--- config.mk ---
export PLATFORM = sky130hd
export DESIGN_NAME = id_reg_reader_flat
export DESIGN_NICKNAME = d
export VERILOG_FILES = /design/src/rtl/id_reg_reader_if.sv /design/src/rtl/id_reg_reader.sv /design/src/flat_wrapper.sv
export SDC_FILE = /design/constraint.sdc
export NUM_CORES = 2
export LEC_CHECK = 0
export ABC_CLOCK_PERIOD_IN_PS = 9700
export CAP_MARGIN = 30
export CORE_UTILIZATION = 30
export DETAILED_ROUTE_END_ITERATION = 16
export SLEW_MARGIN = 15
export SYNTH_ARGS = -nofsm -noshare
export SYNTH_HDL_FRONTEND = slang
export SYNTH_SLANG_ARGS = --single-unit
--- constraint.sdc ---
create_clock -name clk -period 9.7 [get_ports clk]
set_clock_uncertainty 0.1 [all_clocks]
set_input_delay 2.425 -clock clk [delete_from_list [all_inputs] [get_ports clk]]
set_output_delay 2.425 -clock clk [all_outputs]
set_load 0.02 [all_outputs]
--- src/rtl/id_reg_reader_if.sv ---
// rtl/id_reg_reader_if.sv - decode-stage register read bus bundle
//
// Purpose: groups the write-back, decode-issue and ID/EX output signals of
// id_reg_reader into one bundle.
//   slave  : the register reader (id_reg_reader) view
//   master : the surrounding pipeline / testbench view
// Signals:
//   wb_en, wb_addr, wb_data            write-back triple from MEM/WB
//   id_valid, id_ready                 decode issue handshake
//   rs1_addr, rs2_addr, rs1_used, rs2_used, rd_addr, rd_wen
//                                      decoded instruction fields
//   flush                              kill the ID/EX entry
//   ex_ready, ex_valid, ex_rs1_data, ex_rs2_data, ex_rd_addr, ex_rd_wen
//                                      ID/EX output stage handshake and fields
//   stall_raw                          decode blocked by scoreboard hazard
interface id_reg_reader_if #(
   parameter int XLEN = 32
);
   logic            wb_en;
   logic [4:0]      wb_addr;
   logic [XLEN-1:0] wb_data;

   logic            id_valid;
   logic            id_ready;
   logic [4:0]      rs1_addr;
   logic [4:0]      rs2_addr;
   logic            rs1_used;
   logic            rs2_used;
   logic [4:0]      rd_addr;
   logic            rd_wen;

   logic            flush;
   logic            ex_ready;
   logic            ex_valid;
   logic [XLEN-1:0] ex_rs1_data;
   logic [XLEN-1:0] ex_rs2_data;
   logic [4:0]      ex_rd_addr;
   logic            ex_rd_wen;
   logic            stall_raw;

   modport slave (
      input  wb_en, wb_addr, wb_data,
      input  id_valid, rs1_addr, rs2_addr, rs1_used, rs2_used, rd_addr, rd_wen,
      input  flush, ex_ready,
      output id_ready, ex_valid, ex_rs1_data, ex_rs2_data, ex_rd_addr, ex_rd_wen,
      output stall_raw
   );

   modport master (
      output wb_en, wb_addr, wb_data,
      output id_valid, rs1_addr, rs2_addr, rs1_used, rs2_used, rd_addr, rd_wen,
      output flush, ex_ready,
      input  id_ready, ex_valid, ex_rs1_data, ex_rs2_data, ex_rd_addr, ex_rd_wen,
      input  stall_raw
   );
endinterface

--- src/rtl/id_reg_reader.sv ---
// rtl/id_reg_reader.sv - ID-stage register file reader with write scoreboard
//
// Purpose: holds the 32 x XLEN architectural register file, reads rs1/rs2 for
// the instruction in decode, tracks in-flight writers per register with a
// saturating SB_W-bit counter, stalls RAW hazards and writer overflow, and
// presents operands to EX through a registered valid/ready ID/EX stage.
// Ports:
//   clk  - clock, all state updates on the rising edge
//   rst  - synchronous active-high reset
//   bus  - id_reg_reader_if.slave: write-back triple, decode fields and
//          handshake, flush, ID/EX outputs, stall_raw
// Build option:
//   REG_RD_BYPASS_EN - when defined, a read of the register being written
//   back this cycle returns wb_data, and a last pending writer that is
//   writing back this cycle no longer blocks its readers.
module id_reg_reader #(
   parameter int SB_W = 2,
   parameter int XLEN = 32
) (
   input logic clk,
   input logic rst,
   id_reg_reader_if.slave bus
);
   localparam logic [SB_W-1:0] CNT_MAX = '1;
   localparam logic [SB_W-1:0] CNT_ONE = SB_W'(1);

   logic [XLEN-1:0] regs [32];
   logic [SB_W-1:0] cnt [32];
   logic [SB_W-1:0] cnt_next [32];

   logic [XLEN-1:0] rs1_data;
   logic [XLEN-1:0] rs2_data;
   logic            rs1_busy;
   logic            rs2_busy;
   logic            rd_full;
   logic            hazard;
   logic            id_ready_c;
   logic            issue;
   logic            kill;

   logic [31:0]     inc_vec;
   logic [31:0]     wb_vec;
   logic [31:0]     kill_vec;
   logic [31:0]     underflow;
   int              cnt_sum;

   logic            ex_valid_q;
   logic [XLEN-1:0] ex_rs1_q;
   logic [XLEN-1:0] ex_rs2_q;
   logic [4:0]      ex_rd_addr_q;
   logic            ex_rd_wen_q;

   // Operand read and busy evaluation; x0 is never busy and always reads 0.
   always_comb begin
      rs1_data = (bus.rs1_addr == 5'd0) ? '0 : regs[bus.rs1_addr];
      rs2_data = (bus.rs2_addr == 5'd0) ? '0 : regs[bus.rs2_addr];
      rs1_busy = (bus.rs1_addr != 5'd0) && (cnt[bus.rs1_addr] != '0);
      rs2_busy = (bus.rs2_addr != 5'd0) && (cnt[bus.rs2_addr] != '0);
`ifdef REG_RD_BYPASS_EN
      if (bus.wb_en && bus.wb_addr == bus.rs1_addr && bus.rs1_addr != 5'd0) begin
         rs1_data = bus.wb_data;
         if (cnt[bus.rs1_addr] == CNT_ONE) rs1_busy = 1'b0;
      end
      if (bus.wb_en && bus.wb_addr == bus.rs2_addr && bus.rs2_addr != 5'd0) begin
         rs2_data = bus.wb_data;
         if (cnt[bus.rs2_addr] == CNT_ONE) rs2_busy = 1'b0;
      end
`endif
      // Saturation is judged on the current count; a same-cycle write-back
      // to rd frees the slot only from the next cycle.
      rd_full    = bus.rd_wen && (bus.rd_addr != 5'd0) && (cnt[bus.rd_addr] == CNT_MAX);
      hazard     = (bus.rs1_used && rs1_busy) || (bus.rs2_used && rs2_busy) || rd_full;
      id_ready_c = !hazard && !bus.flush && (!ex_valid_q || bus.ex_ready);
      issue      = bus.id_valid && id_ready_c;
      kill       = bus.flush && ex_valid_q && ex_rd_wen_q && (ex_rd_addr_q != 5'd0);
   end

   assign bus.id_ready    = id_ready_c;
   assign bus.stall_raw   = bus.id_valid && hazard;
   assign bus.ex_valid    = ex_valid_q;
   assign bus.ex_rs1_data = ex_rs1_q;
   assign bus.ex_rs2_data = ex_rs2_q;
   assign bus.ex_rd_addr  = ex_rd_addr_q;
   assign bus.ex_rd_wen   = ex_rd_wen_q;

   // Net counter update: one possible increment (issue) against up to two
   // decrements (write-back and flush-kill of the ID/EX writer).
   always_comb begin
      cnt_sum   = 0;
      inc_vec   = '0;
      wb_vec    = '0;
      kill_vec  = '0;
      underflow = '0;
      for (int r = 0; r < 32; r++) begin
         cnt_next[r] = '0;
         if (r != 0) begin
            inc_vec[r]  = issue && bus.rd_wen && (bus.rd_addr == 5'(r));
            wb_vec[r]   = bus.wb_en && (bus.wb_addr == 5'(r));
            kill_vec[r] = kill && (ex_rd_addr_q == 5'(r));
            cnt_sum = int'(cnt[r]) + int'(inc_vec[r]) - int'(wb_vec[r]) - int'(kill_vec[r]);
            if (cnt_sum < 0) begin
               underflow[r] = 1'b1;
               cnt_sum = 0;
            end
            cnt_next[r] = SB_W'(cnt_sum);
         end
      end
   end

   always_ff @(posedge clk) begin
      for (int r = 0; r < 32; r++) begin
         cnt[r] <= rst ? '0 : cnt_next[r];
      end
   end

   always_ff @(posedge clk) begin
      if (rst) begin
         for (int r = 0; r < 32; r++) regs[r] <= '0;
      end else if (bus.wb_en && bus.wb_addr != 5'd0) begin
         regs[bus.wb_addr] <= bus.wb_data;
      end
   end

   always_ff @(posedge clk) begin
      if (rst) begin
         ex_valid_q   <= 1'b0;
         ex_rs1_q     <= '0;
         ex_rs2_q     <= '0;
         ex_rd_addr_q <= '0;
         ex_rd_wen_q  <= 1'b0;
      end else if (bus.flush) begin
         ex_valid_q   <= 1'b0;
      end else if (issue) begin
         ex_valid_q   <= 1'b1;
         ex_rs1_q     <= rs1_data;
         ex_rs2_q     <= rs2_data;
         ex_rd_addr_q <= bus.rd_addr;
         ex_rd_wen_q  <= bus.rd_wen;
      end else if (bus.ex_ready) begin
         ex_valid_q   <= 1'b0;
      end
   end

   // A write-back or kill for a register with no pending writer means the
   // pipeline lost track of an instruction.
   assert property (@(posedge clk) disable iff (rst) (underflow == 32'd0));
endmodule

--- src/flat_wrapper.sv ---
// flat-port wrapper written by rule: the top's interface ports become plain ports
module id_reg_reader_flat 
#(
   parameter int SB_W = 2,
   parameter int XLEN = 32
)
  (clk, rst, bus_wb_en, bus_wb_addr, bus_wb_data, bus_id_valid, bus_rs1_addr, bus_rs2_addr, bus_rs1_used, bus_rs2_used, bus_rd_addr, bus_rd_wen, bus_flush, bus_ex_ready, bus_id_ready, bus_ex_valid, bus_ex_rs1_data, bus_ex_rs2_data, bus_ex_rd_addr, bus_ex_rd_wen, bus_stall_raw);
  id_reg_reader_if #(.XLEN(XLEN)) bus_i ();
  input logic clk;
  input logic rst;
  input wire logic [$bits(bus_i.wb_en)-1:0] bus_wb_en;
  input wire logic [$bits(bus_i.wb_addr)-1:0] bus_wb_addr;
  input wire logic [$bits(bus_i.wb_data)-1:0] bus_wb_data;
  input wire logic [$bits(bus_i.id_valid)-1:0] bus_id_valid;
  input wire logic [$bits(bus_i.rs1_addr)-1:0] bus_rs1_addr;
  input wire logic [$bits(bus_i.rs2_addr)-1:0] bus_rs2_addr;
  input wire logic [$bits(bus_i.rs1_used)-1:0] bus_rs1_used;
  input wire logic [$bits(bus_i.rs2_used)-1:0] bus_rs2_used;
  input wire logic [$bits(bus_i.rd_addr)-1:0] bus_rd_addr;
  input wire logic [$bits(bus_i.rd_wen)-1:0] bus_rd_wen;
  input wire logic [$bits(bus_i.flush)-1:0] bus_flush;
  input wire logic [$bits(bus_i.ex_ready)-1:0] bus_ex_ready;
  output wire logic [$bits(bus_i.id_ready)-1:0] bus_id_ready;
  output wire logic [$bits(bus_i.ex_valid)-1:0] bus_ex_valid;
  output wire logic [$bits(bus_i.ex_rs1_data)-1:0] bus_ex_rs1_data;
  output wire logic [$bits(bus_i.ex_rs2_data)-1:0] bus_ex_rs2_data;
  output wire logic [$bits(bus_i.ex_rd_addr)-1:0] bus_ex_rd_addr;
  output wire logic [$bits(bus_i.ex_rd_wen)-1:0] bus_ex_rd_wen;
  output wire logic [$bits(bus_i.stall_raw)-1:0] bus_stall_raw;
  assign bus_i.wb_en = bus_wb_en;
  assign bus_i.wb_addr = bus_wb_addr;
  assign bus_i.wb_data = bus_wb_data;
  assign bus_i.id_valid = bus_id_valid;
  assign bus_i.rs1_addr = bus_rs1_addr;
  assign bus_i.rs2_addr = bus_rs2_addr;
  assign bus_i.rs1_used = bus_rs1_used;
  assign bus_i.rs2_used = bus_rs2_used;
  assign bus_i.rd_addr = bus_rd_addr;
  assign bus_i.rd_wen = bus_rd_wen;
  assign bus_i.flush = bus_flush;
  assign bus_i.ex_ready = bus_ex_ready;
  assign bus_id_ready = bus_i.id_ready;
  assign bus_ex_valid = bus_i.ex_valid;
  assign bus_ex_rs1_data = bus_i.ex_rs1_data;
  assign bus_ex_rs2_data = bus_i.ex_rs2_data;
  assign bus_ex_rd_addr = bus_i.ex_rd_addr;
  assign bus_ex_rd_wen = bus_i.ex_rd_wen;
  assign bus_stall_raw = bus_i.stall_raw;
  id_reg_reader #(.SB_W(SB_W), .XLEN(XLEN)) u_core (.clk(clk), .rst(rst), .bus(bus_i));
endmodule
==> results.md <==
* Final Max Slew Viols at 0
* Max clock buf depth at 3
* Share of layout cells above drive strength 1 at about a quarter
* Root Buffer: clkbuf_16
* Post-CTS sizing at 0
* Period utilization at 86.3%
* Die Wd at about 460 µm
* Layout Area Growth over Synthesis at 13.5%
* Switching fraction of total power at between 20% and 30%
* Vias in the first global route at ~38,000
* R2R depth at 13
* Largest net degree at the start of global routing at 80
* DR DRC count at 0
* Max Freq at 119 MHz
* Initial Util at 30.3%
* Share of the synthesized area in the top cell type at around half
* Die H at 460 µm
* Vias at roughly 39,000
* Net switching power at roughly 0.0030 W
* Mapped Area at between 60,000 and 70,000 µm²
* Sequential area share after synthesis at between 50 and 60%
* CTS tree: yes
* Netlist cell types at 60
* Worst Hold Launch: u_core.bus.ex_rs2_data[16]
* P_int at 0.00892 W
* WL/cell at about 30 µm
* Placer Congestion at ~0.87
* Core Rows at ~170
* Critical path class: input port to output pin
* Max cap viols at 0
* Final hold viol count at 0
* Tightest Hold Check Type: flop to flop
* Drt initial violations at 6,015
* Global-route wire length before repair at 299,000 µm
* Top_reg_cell synth: edfxtp_1
* Crit-path max FO at 24
* CP cell instances: clkdlybuf4s50_1, buf_4, mux4_2, o2111ai_1, a22oi_1, o221a_4, nor3_1, and2_1, clkdlybuf4s50_1
* Comb pwr share at 12.2%
* Worst EP arrival at between 5000 and 6000 ps
* Fillcell total at ~20,000
* Most frequent cells in the layout: edfxtp_1, and2_1, mux4_2
* CP endpoint kind: output pin
* Critical path's top delay family: buffers and inverters
* Number of flops mapped to enable cells by yosys at between 1,000 and 1,500
* Hold buffers post-CTS at 0
* GRT Util Overall at 20.1%
* Port Buf Inserts at approximately 130
* Worst vdd ir at 0.167 mV
* Least-Margin Pin Slew at between 1000 and 1500 ps
* Worst-path clk slew at ~60 ps
* P per Cell Area at roughly 170 nW/µm²
* Synth Warn # at 0
* CTS sink count at between 1,000 and 1,500
* WP buf/inv at 3
* Max_slew headroom at 27.9%
* Critical path's most frequent cell: clkdlybuf4s50_1
* Share of power burned in registers at approximately half
* DRT Pass-1 Iters at 5
* Number of synthesized register bits at 1,157
* Status: finished clean
* R2r setup slk at 5180 ps
* Static leakage at ~24 nW
* Hold endpoint: u_core.bus.ex_rs2_data[16]
* Core area at between 200,000 and 250,000 µm²
* FF-to-FF Start: u_core.cnt[9][1]
* Commonest non-fill, non-tap cell in the layout: edfxtp_1
* Post-CTS setup buffers at 0
* CP max stage delay at 770 ps
* Avg Cell Area, Syn at 15.2 µm²
* Area leader, netlist: edfxtp_1
* Period minus WS final at approximately 8400 ps
* Fin nets at between 4,000 and 5,000
* Vias per cell at ~5.5
* # IOs at ~130
* Slowest CP cell: clkdlybuf4s50_1
* CTS buffer count at 120
* Hold depth at 2
* # setup viols final at 0
* TNS Setup at 0 ps
* GRT Residual Overflow at 0
* Startpoint types: input port
* Worst Path Required at around 7200 ps
* Synth top area cells: edfxtp_1, mux4_2, and2_1, dfxtp_1, clkbuf_1
* Synth async-reset ratio at 0%
* RSZ-0062 raised after global routing: no
* Post-Route WL at between 200,000 and 250,000 µm
* Die area at 211,000 µm²
* Critical R2R Capture: u_core.cnt[18][1]
* Design area at 71,400 µm²
* Latest clock arrival within the worst-skew pair at roughly 790 ps
* Initial antenna violation count at 35
* Dpl hpwl at 126,000 µm
* Mapped Cells at 4,129
* Post-DP Area at between 60,000 and 70,000 µm²
* DRT antenna net count at 0
* Clock Power Share at 39.1%
* CTS HTree Levels at 3
* Overall power at about 0.012 W
[area by class of cell]
type / count / area (µm²) / area share, %
Sequential cell: 1157 / 33400 / 46.8
Inverter: 37 / 149 / 0.209
Clock buffer: 173 / 3350 / 4.70
Antenna cell: 17 / 42.5 / 0.0596
Tap cell: 2788 / 3490 / 4.89
Multi-Input combinational cell: 2566 / 28000 / 39.2
Timing Repair Buffer: 255 / 2430 / 3.40
Clock inverter: 52 / 523 / 0.733
[logic make-up (layout without fill, tap and decap cells)]
logic type,count (synthesis),count (layout),share of synthesized area (%)
buf+inv,437,517,2.94
compound gates,54,54,0.613
simple gates,1544,1544,14.3
other cells,1,49,0.00596
mux,830,830,26.5
flops,1157,1157,53.1
fa+ha+maj,106,106,2.48
[power groups by stage]
stage,Combinational [W],Clock [W],Sequential [W]
2_1_floorplan,0.000916,0,0.00589
3_3_place_gp,0.00144,0,0.00589
3_5_place_dp,0.00145,0,0.00591
4_1_cts,0.00145,0.00472,0.00581
5_1_grt,0.00151,0.00491,0.00584
6_report,0.00145,0.00467,0.00581
[registers in the layout, indices dropped and copies added (netlist names)]
| name | cells |
|---|---|
| u_core.regs | 1024 |
| u_core.cnt | 62 |
| u_core.bus.ex_rs1_data | 32 |
| u_core.bus.ex_rs2_data | 32 |
| u_core.bus.ex_rd_addr | 5 |
| u_core.bus.ex_rd_wen | 1 |
| u_core.bus.ex_valid | 1 |
[worst register-to-register path, delay by kind of cell, from the launching register on]
kind / cells / cell delay [ps]
simple gates: 4 / 1310
flops: 1 / 380
compound gates: 4 / 1310
fa+ha+maj: 2 / 520
mux: 1 / 280
buf+inv: 2 / 560
[cell usage after synthesis, types with 29 or more instances]
cell,instances
nand2b_1,90
ha_1,75
mux4_2,654
nor2_1,169
nand2_1,115
dfxtp_1,133
clkbuf_1,311
nor3_1,37
fa_1,31
mux2i_1,80
mux2_2,90
buf_1,48
nor3b_1,29
inv_1,36
and2_1,993
edfxtp_1,1024
or2_2,33
[per-layer routing]
layer / share of wire [%] / wire [µm] / vias to the layer above / track usage, %
li1: - / - / 15600 / -
met1: 40 / 86800 / 20400 / 28.1
met2: 46 / 99400 / 2335 / 31.5
met3: 11 / 22700 / 355 / 4.14
met4: 2.7 / 5800 / 10 / 5.59
met5: 0.030 / 65 / - / 0
[per-stage QoR]
step	utilization, %	worst slack (ps)	hold slack, ps	std cells
after floorplan	-	2900	446	4160
after global placement	32.3	1240	361	6787
after detailed placement	32.4	1240	361	6792
after CTS	34.3	1240	376	7017
after global routing	34.4	1250	390	7031
final	34.4	1330	374	7045
[worst max-delay path by stage]
stage / from / endpoint / slack, ps / cells after the start
after floorplan: bus_rd_addr[0] / bus_stall_raw / 2900 / 8
after detailed placement: bus_rd_addr[0] / bus_id_ready / 1240 / 8
after CTS: bus_rd_addr[0] / bus_id_ready / 1240 / 9
final: bus_rd_addr[1] / bus_id_ready / 1330 / 9
after global routing: bus_rd_addr[1] / bus_id_ready / 1250 / 9
after global placement: bus_rd_addr[0] / bus_id_ready / 1240 / 9
Power figures use the tool's default switching activity.
